<file path="config.mk">
export PLATFORM = sky130hd
export DESIGN_NAME = buzzer_lockout_flat
export DESIGN_NICKNAME = d
export VERILOG_FILES = /design/src/rtl/buzzer_lockout_pkg.sv /design/src/rtl/buzzer_lockout_if.sv /design/src/rtl/buzzer_lockout_button_debounce.sv /design/src/rtl/buzzer_lockout.sv /design/src/flat_wrapper.sv
export SDC_FILE = /design/constraint.sdc
export NUM_CORES = 1
export LEC_CHECK = 0
export CORE_ASPECT_RATIO = 0.8
export CORE_UTILIZATION = 45
export DETAILED_ROUTE_END_ITERATION = 7
export SYNTH_ARGS = -nofsm -noshare
export SYNTH_HDL_FRONTEND = slang
export SYNTH_SLANG_ARGS = --single-unit
</file>
<file path="constraint.sdc">
create_clock -name clk -period 3.5 [get_ports clk]
set_input_delay 0.7 -clock clk [delete_from_list [all_inputs] [get_ports clk]]
set_output_delay 0.7 -clock clk [all_outputs]
set_load 0.02 [all_outputs]
</file>
<file path="src/rtl/buzzer_lockout_pkg.sv">
// Shared types, constants and arbitration helpers for the quiz buzzer lockout.
package buzzer_lockout_pkg;

    localparam int NUM_PLAYERS         = 4;
    localparam int PTR_W               = $clog2(NUM_PLAYERS);
    localparam int DEF_DEBOUNCE_CYCLES = 4;
    localparam int DEF_TIMEOUT_CYCLES  = 1000;

    typedef enum logic [1:0] {
        ST_IDLE   = 2'd0,
        ST_ARMED  = 2'd1,
        ST_LOCKED = 2'd2
    } state_e;

    typedef logic [NUM_PLAYERS-1:0] pvec_t;

    // Scan from the farthest slot to the nearest so the player closest to ptr wins.
    function automatic pvec_t rr_pick(input pvec_t req, input logic [PTR_W-1:0] ptr);
        pvec_t            grant;
        logic [PTR_W-1:0] idx;
        grant = '0;
        for (int k = NUM_PLAYERS - 1; k >= 0; k--) begin
            idx = ptr + PTR_W'(k);
            if (req[idx]) begin
                grant      = '0;
                grant[idx] = 1'b1;
            end else begin
                grant = grant;
            end
        end
        return grant;
    endfunction

    function automatic logic [PTR_W-1:0] onehot_idx(input pvec_t oh);
        logic [PTR_W-1:0] idx;
        idx = '0;
        for (int k = 0; k < NUM_PLAYERS; k++) begin
            if (oh[k]) begin
                idx = PTR_W'(k);
            end else begin
                idx = idx;
            end
        end
        return idx;
    endfunction

endpackage

</file>
<file path="src/rtl/buzzer_lockout_if.sv">
// Player buttons, quizmaster controls and status outputs of the buzzer lockout.
interface buzzer_lockout_if;
    import buzzer_lockout_pkg::*;

    pvec_t buttons;
    logic  start;
    logic  clear;
    pvec_t player;
    logic  armed;
    logic  locked;
    pvec_t penalty;
    logic  timeout;

    modport master (
        output buttons, start, clear,
        input  player, armed, locked, penalty, timeout
    );

    modport slave (
        input  buttons, start, clear,
        output player, armed, locked, penalty, timeout
    );
endinterface

</file>
<file path="src/rtl/buzzer_lockout_button_debounce.sv">
// Two-flop synchronizer plus counting debouncer; emits a one-cycle pulse on each debounced press.
module button_debounce
    import buzzer_lockout_pkg::*;
#(
    parameter int DEBOUNCE_CYCLES = DEF_DEBOUNCE_CYCLES
) (
    input  logic clk,
    input  logic rst_n,
    input  logic btn_i,
    output logic rise_o
);
    localparam int CNT_W = $clog2(DEBOUNCE_CYCLES + 1);

    logic             sync1_q, sync2_q;
    logic             level_q, level_d;
    logic             rise_q, rise_d;
    logic [CNT_W-1:0] cnt_q, cnt_d;

    // Any sample equal to the current level restarts the run of differing samples.
    always_comb begin
        level_d = level_q;
        rise_d  = 1'b0;
        cnt_d   = '0;
        if (sync2_q == level_q) begin
            cnt_d = '0;
        end else if (cnt_q == CNT_W'(DEBOUNCE_CYCLES - 1)) begin
            level_d = sync2_q;
            rise_d  = sync2_q;
            cnt_d   = '0;
        end else begin
            cnt_d = cnt_q + CNT_W'(1);
        end
    end

    // Synchronizer and debounce state registers.
    always_ff @(posedge clk or negedge rst_n) begin
        if (!rst_n) begin
            sync1_q <= 1'b0;
            sync2_q <= 1'b0;
            level_q <= 1'b0;
            rise_q  <= 1'b0;
            cnt_q   <= '0;
        end else begin
            sync1_q <= btn_i;
            sync2_q <= sync1_q;
            level_q <= level_d;
            rise_q  <= rise_d;
            cnt_q   <= cnt_d;
        end
    end

    assign rise_o = rise_q;
endmodule

</file>
<file path="src/rtl/buzzer_lockout.sv">
// Quiz buzzer lockout: first eligible debounced press wins, false starts are penalized.
module buzzer_lockout
    import buzzer_lockout_pkg::*;
#(
    parameter int DEBOUNCE_CYCLES = DEF_DEBOUNCE_CYCLES,
    parameter int TIMEOUT_CYCLES  = DEF_TIMEOUT_CYCLES
) (
    input  logic              clk,
    input  logic              rst_n,
    buzzer_lockout_if.slave   bus
);
    localparam int TMR_W = $clog2(TIMEOUT_CYCLES + 1);

    state_e           state_q, state_d;
    pvec_t            player_q, player_d;
    pvec_t            penalty_q, penalty_d;
    logic [PTR_W-1:0] ptr_q, ptr_d;
    logic [TMR_W-1:0] tmr_q, tmr_d;
    logic             armed_q, armed_d;
    logic             locked_q, locked_d;
    logic             timeout_q, timeout_d;
    pvec_t            press_s, eligible_s, grant_s;

    for (genvar g = 0; g < NUM_PLAYERS; g++) begin : g_btn
        button_debounce #(.DEBOUNCE_CYCLES(DEBOUNCE_CYCLES)) u_db (
            .clk    (clk),
            .rst_n  (rst_n),
            .btn_i  (bus.buttons[g]),
            .rise_o (press_s[g])
        );
    end

    assign eligible_s = press_s & ~penalty_q;
    assign grant_s    = rr_pick(eligible_s, ptr_q);

    // Round FSM; clear overrides everything, and a winner beats an expiring timer.
    always_comb begin
        state_d   = state_q;
        player_d  = player_q;
        penalty_d = penalty_q;
        ptr_d     = ptr_q;
        tmr_d     = tmr_q;
        timeout_d = 1'b0;
        if (bus.clear) begin
            state_d   = ST_IDLE;
            player_d  = '0;
            penalty_d = '0;
            tmr_d     = '0;
        end else begin
            case (state_q)
                ST_IDLE: begin
                    penalty_d = penalty_q | press_s;
                    if (bus.start) begin
                        state_d  = ST_ARMED;
                        player_d = '0;
                        tmr_d    = TMR_W'(TIMEOUT_CYCLES - 1);
                    end else begin
                        state_d = ST_IDLE;
                    end
                end
                ST_ARMED: begin
                    if (grant_s != '0) begin
                        state_d  = ST_LOCKED;
                        player_d = grant_s;
                        ptr_d    = onehot_idx(grant_s) + PTR_W'(1);
                        tmr_d    = '0;
                    end else if (tmr_q == '0) begin
                        state_d   = ST_IDLE;
                        timeout_d = 1'b1;
                        penalty_d = '0;
                    end else begin
                        tmr_d = tmr_q - TMR_W'(1);
                    end
                end
                ST_LOCKED: begin
                    state_d = ST_LOCKED;
                end
                default: begin
                    state_d   = ST_IDLE;
                    player_d  = '0;
                    penalty_d = '0;
                    tmr_d     = '0;
                end
            endcase
        end
        armed_d  = (state_d == ST_ARMED);
        locked_d = (state_d == ST_LOCKED);
    end

    // Round state and registered outputs.
    always_ff @(posedge clk or negedge rst_n) begin
        if (!rst_n) begin
            state_q   <= ST_IDLE;
            player_q  <= '0;
            penalty_q <= '0;
            ptr_q     <= '0;
            tmr_q     <= '0;
            armed_q   <= 1'b0;
            locked_q  <= 1'b0;
            timeout_q <= 1'b0;
        end else begin
            state_q   <= state_d;
            player_q  <= player_d;
            penalty_q <= penalty_d;
            ptr_q     <= ptr_d;
            tmr_q     <= tmr_d;
            armed_q   <= armed_d;
            locked_q  <= locked_d;
            timeout_q <= timeout_d;
        end
    end

    assign bus.player  = player_q;
    assign bus.penalty = penalty_q;
    assign bus.armed   = armed_q;
    assign bus.locked  = locked_q;
    assign bus.timeout = timeout_q;
endmodule

</file>
<file path="src/flat_wrapper.sv">
// flat-port wrapper written by rule: the top's interface ports become plain ports
module buzzer_lockout_flat import buzzer_lockout_pkg::*;
#(
    parameter int DEBOUNCE_CYCLES = DEF_DEBOUNCE_CYCLES,
    parameter int TIMEOUT_CYCLES  = DEF_TIMEOUT_CYCLES
)
  (clk, rst_n, bus_buttons, bus_start, bus_clear, bus_player, bus_armed, bus_locked, bus_penalty, bus_timeout);
  buzzer_lockout_if bus_i ();
  input  logic clk;
  input  logic rst_n;
  input wire logic [$bits(bus_i.buttons)-1:0] bus_buttons;
  input wire logic [$bits(bus_i.start)-1:0] bus_start;
  input wire logic [$bits(bus_i.clear)-1:0] bus_clear;
  output wire logic [$bits(bus_i.player)-1:0] bus_player;
  output wire logic [$bits(bus_i.armed)-1:0] bus_armed;
  output wire logic [$bits(bus_i.locked)-1:0] bus_locked;
  output wire logic [$bits(bus_i.penalty)-1:0] bus_penalty;
  output wire logic [$bits(bus_i.timeout)-1:0] bus_timeout;
  assign bus_i.buttons = bus_buttons;
  assign bus_i.start = bus_start;
  assign bus_i.clear = bus_clear;
  assign bus_player = bus_i.player;
  assign bus_armed = bus_i.armed;
  assign bus_locked = bus_i.locked;
  assign bus_penalty = bus_i.penalty;
  assign bus_timeout = bus_i.timeout;
  buzzer_lockout #(.DEBOUNCE_CYCLES(DEBOUNCE_CYCLES), .TIMEOUT_CYCLES(TIMEOUT_CYCLES)) u_core (.clk(clk), .rst_n(rst_n), .bus(bus_i));
endmodule
</file>
==> results.yml <==
worst_setup_path:
  worst-path-buf-inv: 3
  rrSetupSlack_ns: 0.61
  cp_max_fo: 19
  worstPathCellList: "inv_1 > ha_1 > mux4_2 > nor2b_2 > a222oi_1 > buf_4 > nor4_4 > buf_4 > or3b_1 > a21oi_1"
  crit_arrival_ns: 3.12
  critPathCaptureType: "register"
  worstSetupPathType: "reg2reg"
  path_delay_family: "simple AND/OR/NAND/NOR gates"
  critPathMostFrequentCell: "buf_4"
  crit-reg2reg-launch: "u_core.ptr_q[1]"
  r2r_cells: 10
  startpoint_type: "register"
  cp_data_required_time_ns: 3.74
  cpPeakStageDelay_ns: 0.56
  critPathSlowestCell: "mux4_2"
  reg2reg_to: "u_core.state_q[1]"
timing:
  setup_viol: 0
  finalCriticalPeriod_ns: 2.89
  rsz0062_at_grt: "false"
  tns_ns: 0
  final-hold-violation-count: 0
  fmax_mhz: 346
  post-route-period-util: 0.825
  whs_ns: 0.353
  worstMarginPinSlew_ns: 0.648
  slew_viol_final: 0
  slew_headroom: 0.568
  skew_ns: 0.00940
synth:
  synth_cell_type_count: 50
  avgSynthCellArea_sq_um: 10.7
  synth_top_area_share: 0.486
  ys_ff_latch: 53
  yosysWarnings: 0
  yosysSeqAreaShare: 0.486
  async_flop_share: 1.00
  synth_area_sq_um: 2730
  ys_dominant_reg_cell: "dfrtp_1"
  synth_nets: 277
  yosys.area.top_type: "dfrtp_1"
  syn_inst: 256
  synth_edf_count: 0
  synthTopCellsByCount: "53 x dfrtp_1, 19 x a21oi_1, 19 x inv_1"
  ys_top_cells_by_area: "dfrtp_1 49%, ha_1 6.0%, a21oi_1 3.5%, inv_1 2.6%, mux4_2 2.5%"
  yosysMostFrequentCell: "dfrtp_1"
drt:
  num_vias: 1927
  drc_errors: 0
  dr.pass1.iters: 4
  avgRoutedWirePerCell_um: 13.7
  finalWirelength_um: 4930
  ant_nets: 0
  dr.first_iter.drc_count: 101
  viasPerCell: 5.35
status:
  status: "finished, final reports clean"
finish:
  final_cells: 360
  area_growth_pct: 14.5
  diodes: 0
  post-route-util: 0.553
  fin_nets: 303
  drive_above_1_share: 0.128
hold_path:
  hold_class: "reg2reg"
  min_path_cells: 0
  hold_start: "u_core.g_btn[0].u_db.sync1_q"
  hold_end: "u_core.g_btn[0].u_db.sync2_q"
clocking:
  cts_buffers: 5
  clk-insertion-delay-late_ns: 0.31
  cts_root_buf: "clkbuf_8"
  clk_pin_slew_ns: 0.10
  cts_sinks: 53
  cts_resized: 0
  clk_path_buf_depth: 2
  cts.htree.levels: 2
  cts_setup_buffers: 0
  ctsHoldBuffers: 0
  cts_tree: "yes"
grt:
  grt_antenna_before_repair: 0
  grt-ovfl-total: 0
  grt_pass1_vias: 1824
  grt.total_usage: 0.173
  grt_max_degree: 31
  grt_pass1_wl_um: 8430
floorplan:
  io_pins: 19
  fp.coreArea_sq_um: 5650
  die_h_um: 71.6
  std_cell_rows: 24
  die_x_um: 89.0
  initial_utilization: 0.483
  dieArea_sq_um: 6380
run:
  max_cap_violations: 0
placement:
  numPortBuffers: 18
  dp_hpwl_um: 3580
  place_congestion: 0.813
  placedCellCount: 353
power:
  cellLeakagePower_nw: 1.32
  cellPowerDensity_nw_per_um2: 692
  ir_drop_uv: 299
worst register-to-register path, cell delays in order, from the launching register on:
cell      delay [ns]
dfrtp_1         0.36
inv_1           0.09
ha_1            0.33
mux4_2          0.56
nor2b_2         0.20
a222oi_1        0.27
buf_4           0.21
nor4_4          0.05
buf_4           0.22
or3b_1          0.39
a21oi_1         0.14
placed cells by master (no fill, tap or decap), drive strengths merged, types with 2 or more instances in the layout:
master          n
and3b           4
mux2i           2
dfrtp          53
and2            3
nor2           13
buf            11
o2111ai         4
a222oi          3
mux2            4
nor2b          11
a21oi          19
o21ai          10
clkbuf          5
inv            19
xnor2           5
a41oi           2
nor4            4
or3             3
clkdlybuf4s50  17
nor3           10
o211ai          2
o22ai           2
nor3b           7
nand4bb         2
a221oi          2
a31oi           6
nand2          14
ha             13
nand3           8
mux4            3
a211oi          4
power breakdown:
part           total, mW  switching (mW)  internal [mW]
Combinational      0.938           0.525          0.413
Clock              0.333           0.195          0.138
Sequential         0.891           0.131          0.760
Total               2.16           0.851           1.31
per-layer routing:
layer	vias to the layer above	global-route usage	wire length (um)
met5	-	0	0
met4	0	0.0582	71
met3	7	0.0415	150
met2	28	0.259	2070
met1	907	0.248	2640
li1	985	-	-
per-stage QoR:
step | setup slack, ns | power [mW] | area (sq um)
global placement | 0.671 | 1.82 | 3040
floorplan | 0.471 | 1.57 | 2730
detailed placement | 0.622 | 1.83 | 3040
global route | 0.378 | 2.33 | 3120
CTS | 0.609 | 2.18 | 3120
finish | 0.614 | 2.16 | 3120
registers in the layout, summed over array words and instances, names as in the netlist:
| register | flops |
|---|---|
| u_core.g_btn.u_db.sync1_q | 4 |
| u_core.g_btn.u_db.sync2_q | 4 |
| u_core.tmr_q | 10 |
| u_core.bus.timeout | 1 |
| u_core.g_btn.u_db.level_q | 4 |
| u_core.bus.locked | 1 |
| u_core.bus.armed | 1 |
| u_core.g_btn.u_db.cnt_q | 12 |
| u_core.g_btn.u_db.rise_o | 4 |
| u_core.state_q | 2 |
| u_core.bus.penalty | 4 |
| u_core.bus.player | 4 |
| u_core.ptr_q | 2 |
worst max path at each step:
stage | slack (ns) | cells past startpoint | endpoint | startpoint
finish | 0.61 | 10 | u_core.state_q[1] | u_core.ptr_q[1]
global placement | 0.67 | 10 | u_core.tmr_q[2] | u_core.ptr_q[1]
floorplan | 0.47 | 8 | u_core.bus.locked | u_core.ptr_q[0]
detailed placement | 0.62 | 10 | u_core.bus.locked | u_core.ptr_q[1]
global route | 0.38 | 10 | u_core.tmr_q[2] | u_core.ptr_q[1]
CTS | 0.61 | 10 | u_core.bus.locked | u_core.ptr_q[1]
final cells by class:
class	count	area, sq um
Inverter	19	71.3
Fill cell	530	2520
Clock inverter	2	16.3
Sequential cell	53	1330
Multi-Input combinational cell	175	1290
Timing Repair Buffer	28	250
Clock buffer	5	68.8
Tap cell	78	97.6
cell families (layout without fill, tap and decap cells):
family,count (synthesis),in the layout,synth area share
compound gates,61,61,0.153
xor+xnor,5,5,0.0161
fa+ha+maj,13,13,0.0596
buf+inv,28,54,0.0399
flops,53,53,0.486
mux,9,9,0.0486
simple gates,87,87,0.196
No activity file was read; power rests on OpenSTA's default activity.
